File: src/rtl/alu_arbiter.sv
// rtl/alu_arbiter.sv - two-requester round-robin front end sharing one combinational ALU
// Commands are latched on grant, executed for one cycle, and held on a backpressured response port.

module alu_arbiter_alu #(
  parameter int DATA_W = 8,
  parameter int OP_W   = 4
) (
  input  logic [DATA_W-1:0] a,
  input  logic [DATA_W-1:0] b,
  input  logic [OP_W-1:0]   operation,
  output logic [DATA_W:0]   z
);

  always_comb begin
    z = '0;
    case (operation)
      OP_W'(0): z = {1'b0, a} + {1'b0, b};
      OP_W'(1): z = {1'b0, a} - {1'b0, b};
      OP_W'(2): z = {1'b0, a & b};
      default:  z = '0;
    endcase
  end

endmodule

module alu_arbiter #(
  parameter int                     DATA_W        = 8,
  parameter int                     OP_W          = 4,
  parameter logic [(2**OP_W)-1:0]   LEGAL_OP_MASK = 16'h0007
) (
  input  logic              clk,
  input  logic              rst_n,
  input  logic              req0_valid,
  output logic              req0_ready,
  input  logic [DATA_W-1:0] req0_a,
  input  logic [DATA_W-1:0] req0_b,
  input  logic [OP_W-1:0]   req0_op,
  input  logic              req1_valid,
  output logic              req1_ready,
  input  logic [DATA_W-1:0] req1_a,
  input  logic [DATA_W-1:0] req1_b,
  input  logic [OP_W-1:0]   req1_op,
  output logic              rsp_valid,
  input  logic              rsp_ready,
  output logic [DATA_W:0]   rsp_z,
  output logic              rsp_id,
  output logic              rsp_err,
  output logic              busy
);

  typedef enum logic [1:0] {IDLE, EXEC, RESP} state_t;

  state_t            state, state_nxt;
  logic              pref;
  logic              grant_valid, grant_id, accept;
  logic [DATA_W-1:0] sel_a, sel_b, lat_a, lat_b;
  logic [OP_W-1:0]   sel_op, lat_op;
  logic              lat_id, lat_err;
  logic [DATA_W:0]   alu_z;

  // pref names the requester that wins a tie; it flips only when a response completes
  always_comb begin
    grant_valid = 1'b0;
    grant_id    = 1'b0;
    if (!pref) begin
      if (req0_valid) begin
        grant_valid = 1'b1;
      end else if (req1_valid) begin
        grant_valid = 1'b1;
        grant_id    = 1'b1;
      end
    end else begin
      if (req1_valid) begin
        grant_valid = 1'b1;
        grant_id    = 1'b1;
      end else if (req0_valid) begin
        grant_valid = 1'b1;
      end
    end
  end

  assign accept     = (state == IDLE) && grant_valid;
  assign req0_ready = accept && !grant_id;
  assign req1_ready = accept && grant_id;
  assign busy       = (state != IDLE);

  assign sel_a  = grant_id ? req1_a  : req0_a;
  assign sel_b  = grant_id ? req1_b  : req0_b;
  assign sel_op = grant_id ? req1_op : req0_op;

  always_comb begin
    state_nxt = state;
    case (state)
      IDLE:    if (accept) state_nxt = EXEC;
      EXEC:    state_nxt = RESP;
      RESP:    if (rsp_ready) state_nxt = IDLE;
      default: state_nxt = IDLE;
    endcase
  end

  always_ff @(posedge clk or negedge rst_n) begin
    if (!rst_n) state <= IDLE;
    else        state <= state_nxt;
  end

  alu_arbiter_alu #(.DATA_W(DATA_W), .OP_W(OP_W)) u_alu (
    .a         (lat_a),
    .b         (lat_b),
    .operation (lat_op),
    .z         (alu_z)
  );

  always_ff @(posedge clk or negedge rst_n) begin
    if (!rst_n) begin
      pref      <= 1'b0;
      lat_a     <= '0;
      lat_b     <= '0;
      lat_op    <= '0;
      lat_id    <= 1'b0;
      lat_err   <= 1'b0;
      rsp_valid <= 1'b0;
      rsp_z     <= '0;
      rsp_id    <= 1'b0;
      rsp_err   <= 1'b0;
    end else begin
      case (state)
        IDLE: if (accept) begin
          lat_a   <= sel_a;
          lat_b   <= sel_b;
          lat_op  <= sel_op;
          lat_id  <= grant_id;
          lat_err <= ~LEGAL_OP_MASK[sel_op];
        end
        EXEC: begin
          rsp_valid <= 1'b1;
          rsp_z     <= lat_err ? '0 : alu_z;
          rsp_id    <= lat_id;
          rsp_err   <= lat_err;
        end
        RESP: if (rsp_ready) begin
          rsp_valid <= 1'b0;
          pref      <= ~rsp_id;
        end
        default: ;
      endcase
    end
  end

endmodule

File: config.mk
export PLATFORM = sky130hd
export DESIGN_NAME = alu_arbiter
export DESIGN_NICKNAME = d
export VERILOG_FILES = /design/src/rtl/alu_arbiter.sv
export SDC_FILE = /design/constraint.sdc
export NUM_CORES = 1
export LEC_CHECK = 0
export CAP_MARGIN = 10
export CORE_UTILIZATION = 40
export DETAILED_ROUTE_END_ITERATION = 7
export MAX_ROUTING_LAYER = met4
export PLACE_DENSITY = 0.68
export SKIP_CTS_REPAIR_TIMING = 1
export SLEW_MARGIN = 20
export SYNTH_ARGS = -nofsm -noshare
export SYNTH_HDL_FRONTEND = slang
export SYNTH_SLANG_ARGS = --single-unit
File: constraint.sdc
create_clock -name clk -period 2.88 [get_ports clk]
set_input_delay 0.576 -clock clk [delete_from_list [all_inputs] [get_ports clk]]
set_output_delay 0.576 -clock clk [all_outputs]
set_load 0.03 [all_outputs]
==> results of run 1 <==
[cells by family (layout without fill, tap and decap cells)]
kind of cell,count (synthesis),after routing,synth area share (%)
xor+xnor,9,9,3.64
simple gates,44,44,10.5
fa+ha+maj,11,11,6.71
buf+inv,35,100,7.80
compound gates,70,70,25.2
flops,37,37,42.8
mux,7,7,3.41
[power by group through the flow]
stage	Sequential (mW)	Clock (mW)	Combinational (mW)
after CTS	1.01	0.469	2.32
after detailed placement	1.02	0	2.30
after global routing	1.04	0.492	2.63
after global placement	1.01	0	2.27
after floorplan	1.06	0	1.66
final	1.00	0.457	2.31
[layout make-up]
class                           instances  area (µm²)  share of cell area (%)
Tap cell                               70        87.6                    2.99
Timing Repair Buffer                   65         631                    21.5
Inverter                               27         101                    3.46
Clock buffer                            7        86.3                    2.94
Multi-Input combinational cell        141        1070                    36.5
Sequential cell                        37         926                    31.6
Clock inverter                          1        30.0                    1.02
[cell usage after synthesis, types with 3 or more instances]
cell type,number,area share (%)
xnor2_1,7,2.8
nand2_1,9,1.6
ha_1,10,5.8
nor2b_1,3,0.87
a21oi_1,8,1.8
mux2i_1,4,1.8
nand2b_1,6,1.7
a32oi_1,3,1.2
inv_1,27,4.7
o21ai_0,16,3.7
dfrtp_1,37,43
a222oi_1,16,7.4
nor2_1,12,2.1
buf_6,3,1.6
mux2_2,3,1.6
[flip-flops by register name, summed over array words and instances (netlist names)]
| name | count |
|---|---|
| lat_err | 1 |
| lat_id | 1 |
| rsp_valid | 1 |
| state | 2 |
| lat_a | 8 |
| rsp_err | 1 |
| rsp_id | 1 |
| pref | 1 |
| lat_op | 4 |
| rsp_z | 9 |
| lat_b | 8 |
[metrics by stage]
stage                     utilization [%]  cells  hold slack, ns
final                                56.7    348           0.483
after CTS                            56.7    348           0.488
after detailed placement             54.4    340           0.471
after global routing                 56.7    348           0.505
after floorplan                         -    213           0.280
after global placement               54.4    340           0.461
[layout by cell type, fill, tap and decap left out, types with 2 or more instances in the layout]
cell type        instances
xor2_1                   2
a31o_2                   2
o21a_1                   2
clkbuf_8                 6
mux2_2                   3
a32oi_1                  3
o211ai_1                 2
a31oi_1                  2
nor2_1                  12
inv_1                   27
dfrtp_1                 37
a21o_1                   2
nor2b_1                  3
o31a_1                   2
buf_4                    8
nand3_1                  2
a21oi_1                  8
mux2i_1                  4
or3_1                    2
a222oi_1                16
clkdlybuf4s50_1         57
nor3_1                   2
nand2b_1                 6
ha_1                    10
a211oi_1                 2
xnor2_1                  7
o21ai_0                 16
nand2_1                  9
[routing by layer]
layer / wire length, µm / track usage [%]
met4: 38 / 5.56
met1: 2320 / 29.2
met2: 2440 / 32.3
met3: 249 / 3.97
met5: 0 / -
[worst min-delay path by stage]
stage,startpoint,endpoint
finish,rsp_z[8]$_DFFE_PN0P_,rsp_z[8]$_DFFE_PN0P_
global route,rsp_z[8]$_DFFE_PN0P_,rsp_z[8]$_DFFE_PN0P_
CTS,rsp_z[8]$_DFFE_PN0P_,rsp_z[8]$_DFFE_PN0P_
detailed placement,lat_id$_DFFE_PN0P_,lat_id$_DFFE_PN0P_
global placement,rsp_z[4]$_DFFE_PN0P_,rsp_z[4]$_DFFE_PN0P_
floorplan,rst_n,lat_a[0]$_DFFE_PN0P_
[worst max-delay path, cell delays in order]
cell and delay (ns):
clkdlybuf4s50_1 0.54, o21ai_2 0.09, nor2_2 0.60, buf_4 0.29
==> run_results.csv, run 1 <==
group,metric,value,unit
status,status,"complete, no violations",
min_path,hold_class,"reg2reg",
power,p_clk_share,12.1,%
critical_path,path_max_fanout,18,
logic_synthesis,avgSynthCellArea,10.2,µm²
critical_path,r2r_end,"rsp_z[7]$_DFFE_PN0P_",
timing,fin_tns_setup,0,ns
timing,fin_crit,2.67,ns
power,switchingPower,1.63,mW
placement,place_ws,0.199,ns
finish,nFillCells,475,
timing,final-hold-violation-count,0,
die,core_area,5170,µm²
critical_path,critPathCapture,"req1_ready",
power,finalPower,3.77,mW
global_route,grt_max_degree,38,
critical_path,cp.required,2.30,ns
logic_synthesis,synth-seq-area-share,42.8,%
die,die_h,75.6,µm
logic_synthesis,syn_nets,269,
logic_synthesis,syn_inst,213,
logic_synthesis,synth-main-ff-cell,"dfrtp_1",
clocking,clock-sinks,37,
route,drt_wl_total,5050,µm
power,intPower,2.14,mW
placement,gp_congestion,0.860,
finish,n_antenna_cell,0,
die,rows,26,
timing,slew_headroom,47.9,%
power,p_leak,1.33,nW
timing,grt_setup_unrepaired,"false",
global_route,grt_pass1_vias,1809,
finish,final_nets,333,
timing,layout_setup_ws,0.211,ns
global_route,antenna_found_initial,0,
timing,fin_skew,0.00637,ns
logic_synthesis,ys_warn_count,0,
critical_path,reg2reg_depth,10,
power,power_density,1290,nW/µm²
global_route,overflow,0,
route,drc,0,
clocking,cts_tree,"done",
die,die_width,75.6,µm
critical_path,timing.rr.start,"lat_op[1]$_DFFE_PN0P_",
timing,timing.fmax,375,MHz
power,combinationalPowerShare,61.2,%
placement,dpl.hpwl,3930,µm
route,drtIter0Drc,153,
placement,place_area,2820,µm²
run,maxCapViolations,0,
power,seq_power_share,26.6,%
logic_synthesis,synth_edf_count,0,
critical_path,path_class,"in2out",
min_path,worstHoldPathCells,2,
timing,setup_viol,0,
critical_path,crit_path_start,"req1_valid",
die,ios,60,
route,ant_nets,0,
critical_path,arrival,2.09,ns
global_route,grtUsageTotal,21.2,%
logic_synthesis,synth-seq-cells,37,
die,die-area,5710,µm²
route,drtPass1Iterations,4,
finish,area_growth,35.5,%
timing,min_period_over_period,92.7,%
logic_synthesis,yosys.cell_types.count,51,
logic_synthesis,synthesis.area,2160,µm²
route,wire_per_inst,14.5,µm
timing,worst_pin_slew,0.781,ns
clocking,cts_buffers,5,
power,vdd.ir_drop.worst,0.000495,V
finish,drive_above_1_share,10.4,%
timing,slew_viol_final,0,
critical_path,cp-start-kind,"primary input",
route,vias,1828,
logic_synthesis,synthArstFlopShare,100,%
critical_path,rrSetupSlack,0.32,ns
clocking,h-tree-depth,2,
die,initial_core_util,41.8,%
clocking,cts_root_buf,"clkbuf_8",
critical_path,cp-end-kind,"primary output",
route,routed_via_density,5.25,
global_route,grt_pass1_wl,8670,µm
clocking,clockBufferDepth,2,
clocking,path_clk_slew,0.07,ns
finish,post-route-cell-area,2930,µm²
placement,io_buffer_count,59,
power,p_sw_share,43.2,%
clocking,clk_latency,0.29,ns
(Power assumes the default switching activity.)
==> inputs of run 2 (changes only) <==
GPL_TIMING_DRIVEN = 0   (was unset)
TNS_END_PERCENT = 1   (was unset)
==> run 2 against run 1 <==
Effect of this change: non-clock buffer count is 3 higher; sequential share of layout area is 0.89 points lower; routed wire length is 5.0% higher; first-iteration DRC count is 8.5% higher; hold slack worse by 0.25 ns; via count is 2.8% higher; critical path depth is 3 higher; clock-buffer cell count is 1 lower; largest power group unchanged.
==> run_results.csv, run 2 (synthesis gave the netlist of run 1 again) <==
group,metric,value,unit
status,status,"complete, no violations",
die,die_h,75.6,µm
placement,place_ws,-0.434,ns
critical_path,path_max_fanout,10,
timing,timing.fmax,358,MHz
finish,n_antenna_cell,0,
route,drc,0,
finish,fin_util,58.3,%
finish,final_nets,336,
die,initial_core_util,41.8,%
finish,post-route-cell-area,3020,µm²
finish,largest_register_ffs,9,
power,finalPower,3.88,mW
global_route,antenna_found_initial,0,
finish,drive_above_1_share,11.7,%
placement,dpl.hpwl,4180,µm
timing,slew_viol_final,0,
finish,regMostFlops,"rsp_z",
power,vdd.ir_drop.worst,0.000503,V
critical_path,path_cells,"clkdlybuf4s50_1, inv_1, o21ai_4, nor2b_1, buf_4, buf_6, clkbuf_2",
clocking,clk_latency,0.29,ns
run,maxCapViolations,0,
placement,io_buffer_count,59,
die,die_width,75.6,µm
placement,gp_congestion,0.889,
timing,fin_crit,2.79,ns
route,routed_via_density,5.35,
route,drtPass1Iterations,7,
timing,layout_setup_ws,0.0878,ns
global_route,grt_pass1_vias,1741,
critical_path,cp-end-kind,"primary output",
critical_path,max_stage_delay,0.52,ns
timing,fin_skew,0.00844,ns
clocking,clockBufferDepth,2,
finish,largestRegisters,"rsp_z x9, lat_a x8, lat_b x8",
route,drt_wl_total,5300,µm
global_route,grt_pass1_wl,8610,µm
timing,min_period_over_period,97.0,%
timing,final-hold-violation-count,0,
timing,setup_viol,0,
timing,grt_setup_unrepaired,"true",
route,drtIter0Drc,166,
placement,dp_cells,343,
die,die-area,5710,µm²
min_path,hold_class,"in2async",
timing,worst_pin_slew,0.686,ns
timing,slew_headroom,53.7,%
critical_path,cp-start-kind,"primary input",
die,rows,26,
clocking,cts_root_buf,"clkbuf_8",
clocking,path_clk_slew,0.08,ns
route,vias,1879,
clocking,clock-sinks,37,
timing,timing.hold.ws,0.235,ns
power,power_density,1290,nW/µm²
clocking,cts_tree,"done",
critical_path,arrival,2.22,ns
power,p_leak,1.37,nW
finish,final_cell_mix,"clkdlybuf4s50_1, dfrtp_1, inv_1, o21ai_0, a222oi_1",
die,ios,60,
critical_path,slowest_stage,"clkdlybuf4s50_1",
die,core_area,5170,µm²
critical_path,path_class,"in2out",
finish,area_growth,39.4,%
critical_path,cp.required,2.30,ns
route,wire_per_inst,15.1,µm
critical_path,rrSetupSlack,0.09,ns
finish,final_common_cell,"clkdlybuf4s50_1",
global_route,grtUsageTotal,21.5,%
global_route,grt_max_degree,20,
global_route,overflow,0,
placement,place_area,2870,µm²
route,ant_nets,0,
timing,fin_tns_setup,0,ns
clocking,cts_buffers,5,
clocking,h-tree-depth,2,
finish,fin_cells,351,
==> run 2: final cells by class <==
class | instances | area [µm²]
clock buffers | 6 | 82.6
flip-flops and latches | 37 | 926
fillers | 461 | 2150
multi-input cells | 141 | 1100
repair buffers | 60 | 611
inverters | 27 | 101
plain buffers | 8 | 70.1
well taps | 70 | 87.6
clock inverters | 2 | 37.5
==> run 2: path summary, 6_finish.rpt <==
path / start / endpoint / depth (start not counted)
worst max register to register: lat_op[2]$_DFFE_PN0P_ / rsp_z[6]$_DFFE_PN0P_ / 11
worst min register to register: rsp_z[8]$_DFFE_PN0P_ / rsp_z[8]$_DFFE_PN0P_ / 2
worst min-delay path: rst_n / pref$_DFFE_PN0P_ / 1
min in group clk: rsp_z[8]$_DFFE_PN0P_ / rsp_z[8]$_DFFE_PN0P_ / 2
max in group asynchronous: rst_n / rsp_z[2]$_DFFE_PN0P_ / 2
worst max-delay path: req0_valid / req0_ready / 7
==> run 2: power breakdown <==
group          internal (mW)  switching, mW
registers              0.762          0.259
logic                   1.14           1.25
clock network          0.282          0.187
==> run 2: worst max-delay path, delay by kind of cell <==
kind                   cells  cell delay (ns)
AO/OA/AOI/OAI              1             0.31
buffers and inverters      5             1.13
AND/OR/NAND/NOR            1             0.18
==> run 2: routing by layer <==
layer / part of all wire (%) / vias up / GRT usage (%)
met5: 0 / - / -
met4: 1.4 / 0 / 6.79
met3: 4.7 / 6 / 3.57
met2: 48 / 59 / 32.2
met1: 46 / 888 / 29.7
li1: - / 926 / -
==> inputs of run 3 (changes only) <==
CTS_CLUSTER_DIAMETER = 60   (was unset)
SLEW_MARGIN = unset   (was 20)
==> run 3 against run 2 <==
Effect of this change: first-iteration DRC count is 20% higher; register-to-register slack better by 0.03 ns; largest cell class unchanged; critical path type unchanged; non-clock buffer count down 1.
==> run_results.csv, run 3 (synthesis gave the netlist of run 1 again) <==
group,metric,value,unit
clocking,cts_buffers,5,
clocking,path_clk_slew,0.08,ns
power,p_leak,1.35,nW
critical_path,cp-start-kind,"primary input",
finish,post-route-cell-area,2980,µm²
timing,fin_skew,0.00880,ns
critical_path,cp.required,2.30,ns
die,ios,60,
timing,grt_setup_unrepaired,"true",
finish,final_nets,335,
critical_path,cp-end-kind,"primary output",
finish,area_growth,37.9,%
route,drtIter0Drc,200,
run,maxCapViolations,0,
global_route,grtUsageTotal,21.2,%
route,drc,0,
route,routed_via_density,5.33,
route,ant_nets,0,
timing,slew_headroom,46.5,%
timing,min_period_over_period,97.1,%
timing,layout_setup_ws,0.0834,ns
finish,regMostFlops,"rsp_z",
critical_path,reg2reg_depth,11,
timing,worst_pin_slew,0.802,ns
global_route,grt_pass1_vias,1734,
power,power_density,1300,nW/µm²
finish,drive_above_1_share,11.1,%
min_path,hold_class,"in2async",
critical_path,path_max_fanout,10,
die,die-area,5710,µm²
timing,setup_viol,0,
placement,dpl.hpwl,4080,µm
timing,fin_crit,2.80,ns
status,status,"complete, no violations",
critical_path,path_class,"in2out",
finish,n_antenna_cell,0,
die,core_area,5170,µm²
timing,slew_viol_final,0,
die,rows,26,
power,combinationalPowerShare,61.5,%
route,drt_wl_total,5200,µm
route,wire_per_inst,14.9,µm
timing,timing.fmax,358,MHz
power,vdd.ir_drop.worst,0.000469,V
placement,place_area,2840,µm²
clocking,clockBufferDepth,2,
placement,place_ws,-0.437,ns
timing,final-hold-violation-count,0,
power,switchingPower,1.68,mW
route,vias,1867,
power,intPower,2.18,mW
global_route,grt_pass1_wl,8510,µm
placement,io_buffer_count,59,
route,drtPass1Iterations,5,
global_route,antenna_found_initial,0,
finish,final_cell_mix,"clkdlybuf4s50_1, dfrtp_1, inv_1, a222oi_1, o21ai_0",
power,p_clk_share,12.1,%
die,initial_core_util,41.8,%
finish,largest_register_ffs,9,
clocking,cts_root_buf,"clkbuf_8",
placement,gp_congestion,0.889,
clocking,cts_tree,"done",
clocking,h-tree-depth,2,
global_route,overflow,0,
critical_path,arrival,2.22,ns
finish,largestRegisters,"rsp_z x9, lat_a x8, lat_b x8",
finish,final_common_cell,"clkdlybuf4s50_1",
die,die_h,75.6,µm
clocking,clk_latency,0.29,ns
die,die_width,75.6,µm
clocking,clock-sinks,37,
timing,timing.hold.ws,0.373,ns
power,p_sw_share,43.6,%
power,seq_power_share,26.4,%
global_route,grt_max_degree,38,
run 3: cell count changes in the layout (fill, tap and decap cells not counted), sizes merged:
| cell | previous run | this run |
|---|---|---|
| buf | 6 | 5 |
run 3: area by class of cell:
type	instances	area, µm²
Multi-Input combinational cell	141	1100
Sequential cell	37	926
Buffer	8	70.1
Clock buffer	6	82.6
Clock inverter	2	37.5
Timing Repair Buffer	59	583
Tap cell	70	87.6
Inverter	27	101
Fill cell	458	2190
run 3: final timing paths:
kind	from	endpoint	slack (ns)
min	rst_n	rsp_err$_DFFE_PN0P_	0.37
min reg2reg	rsp_z[8]$_DFFE_PN0P_	rsp_z[8]$_DFFE_PN0P_	0.48
min in group clk	rsp_z[8]$_DFFE_PN0P_	rsp_z[8]$_DFFE_PN0P_	0.48
max in group asynchronous	rst_n	rsp_z[2]$_DFFE_PN0P_	2.00
max reg2reg	lat_op[1]$_DFFE_PN0P_	rsp_z[4]$_DFFE_PN0P_	0.12
max	req0_valid	req0_ready	0.08
run 3: metrics by stage:
| stage | power [mW] | TNS, ns | cells | util (%) |
|---|---|---|---|---|
| floorplan | 2.72 | 0 | 213 | - |
| global placement | 3.32 | -0.692 | 342 | 55.0 |
| detailed placement | 3.36 | -0.746 | 342 | 54.9 |
| CTS | 3.83 | -0.792 | 350 | 57.2 |
| global route | 4.23 | -0.321 | 350 | 57.7 |
| finish | 3.87 | 0 | 350 | 57.7 |
run 3: power groups by stage:
stage	sequential (mW)	combinational, mW	clock [mW]
after detailed placement	1.02	2.33	0
after CTS	1.01	2.34	0.480
after global placement	1.02	2.30	0
after global routing	1.05	2.67	0.505
after floorplan	1.06	1.66	0
final	1.02	2.38	0.469
run 3: critical path, cell delays in order:
cell and delay, ns:
clkdlybuf4s50_1 0.52, inv_1 0.09, o21ai_4 0.32, nor2b_1 0.18, buf_4 0.16, buf_6 0.15, clkbuf_2 0.21
run 3: routing by layer:
metal | vias up | track usage [%] | wire [µm]
met5 | - | - | 0
met4 | 0 | 6.79 | 78
met3 | 7 | 3.57 | 182
met2 | 46 | 31.3 | 2470
met1 | 890 | 29.7 | 2470
li1 | 924 | - | -
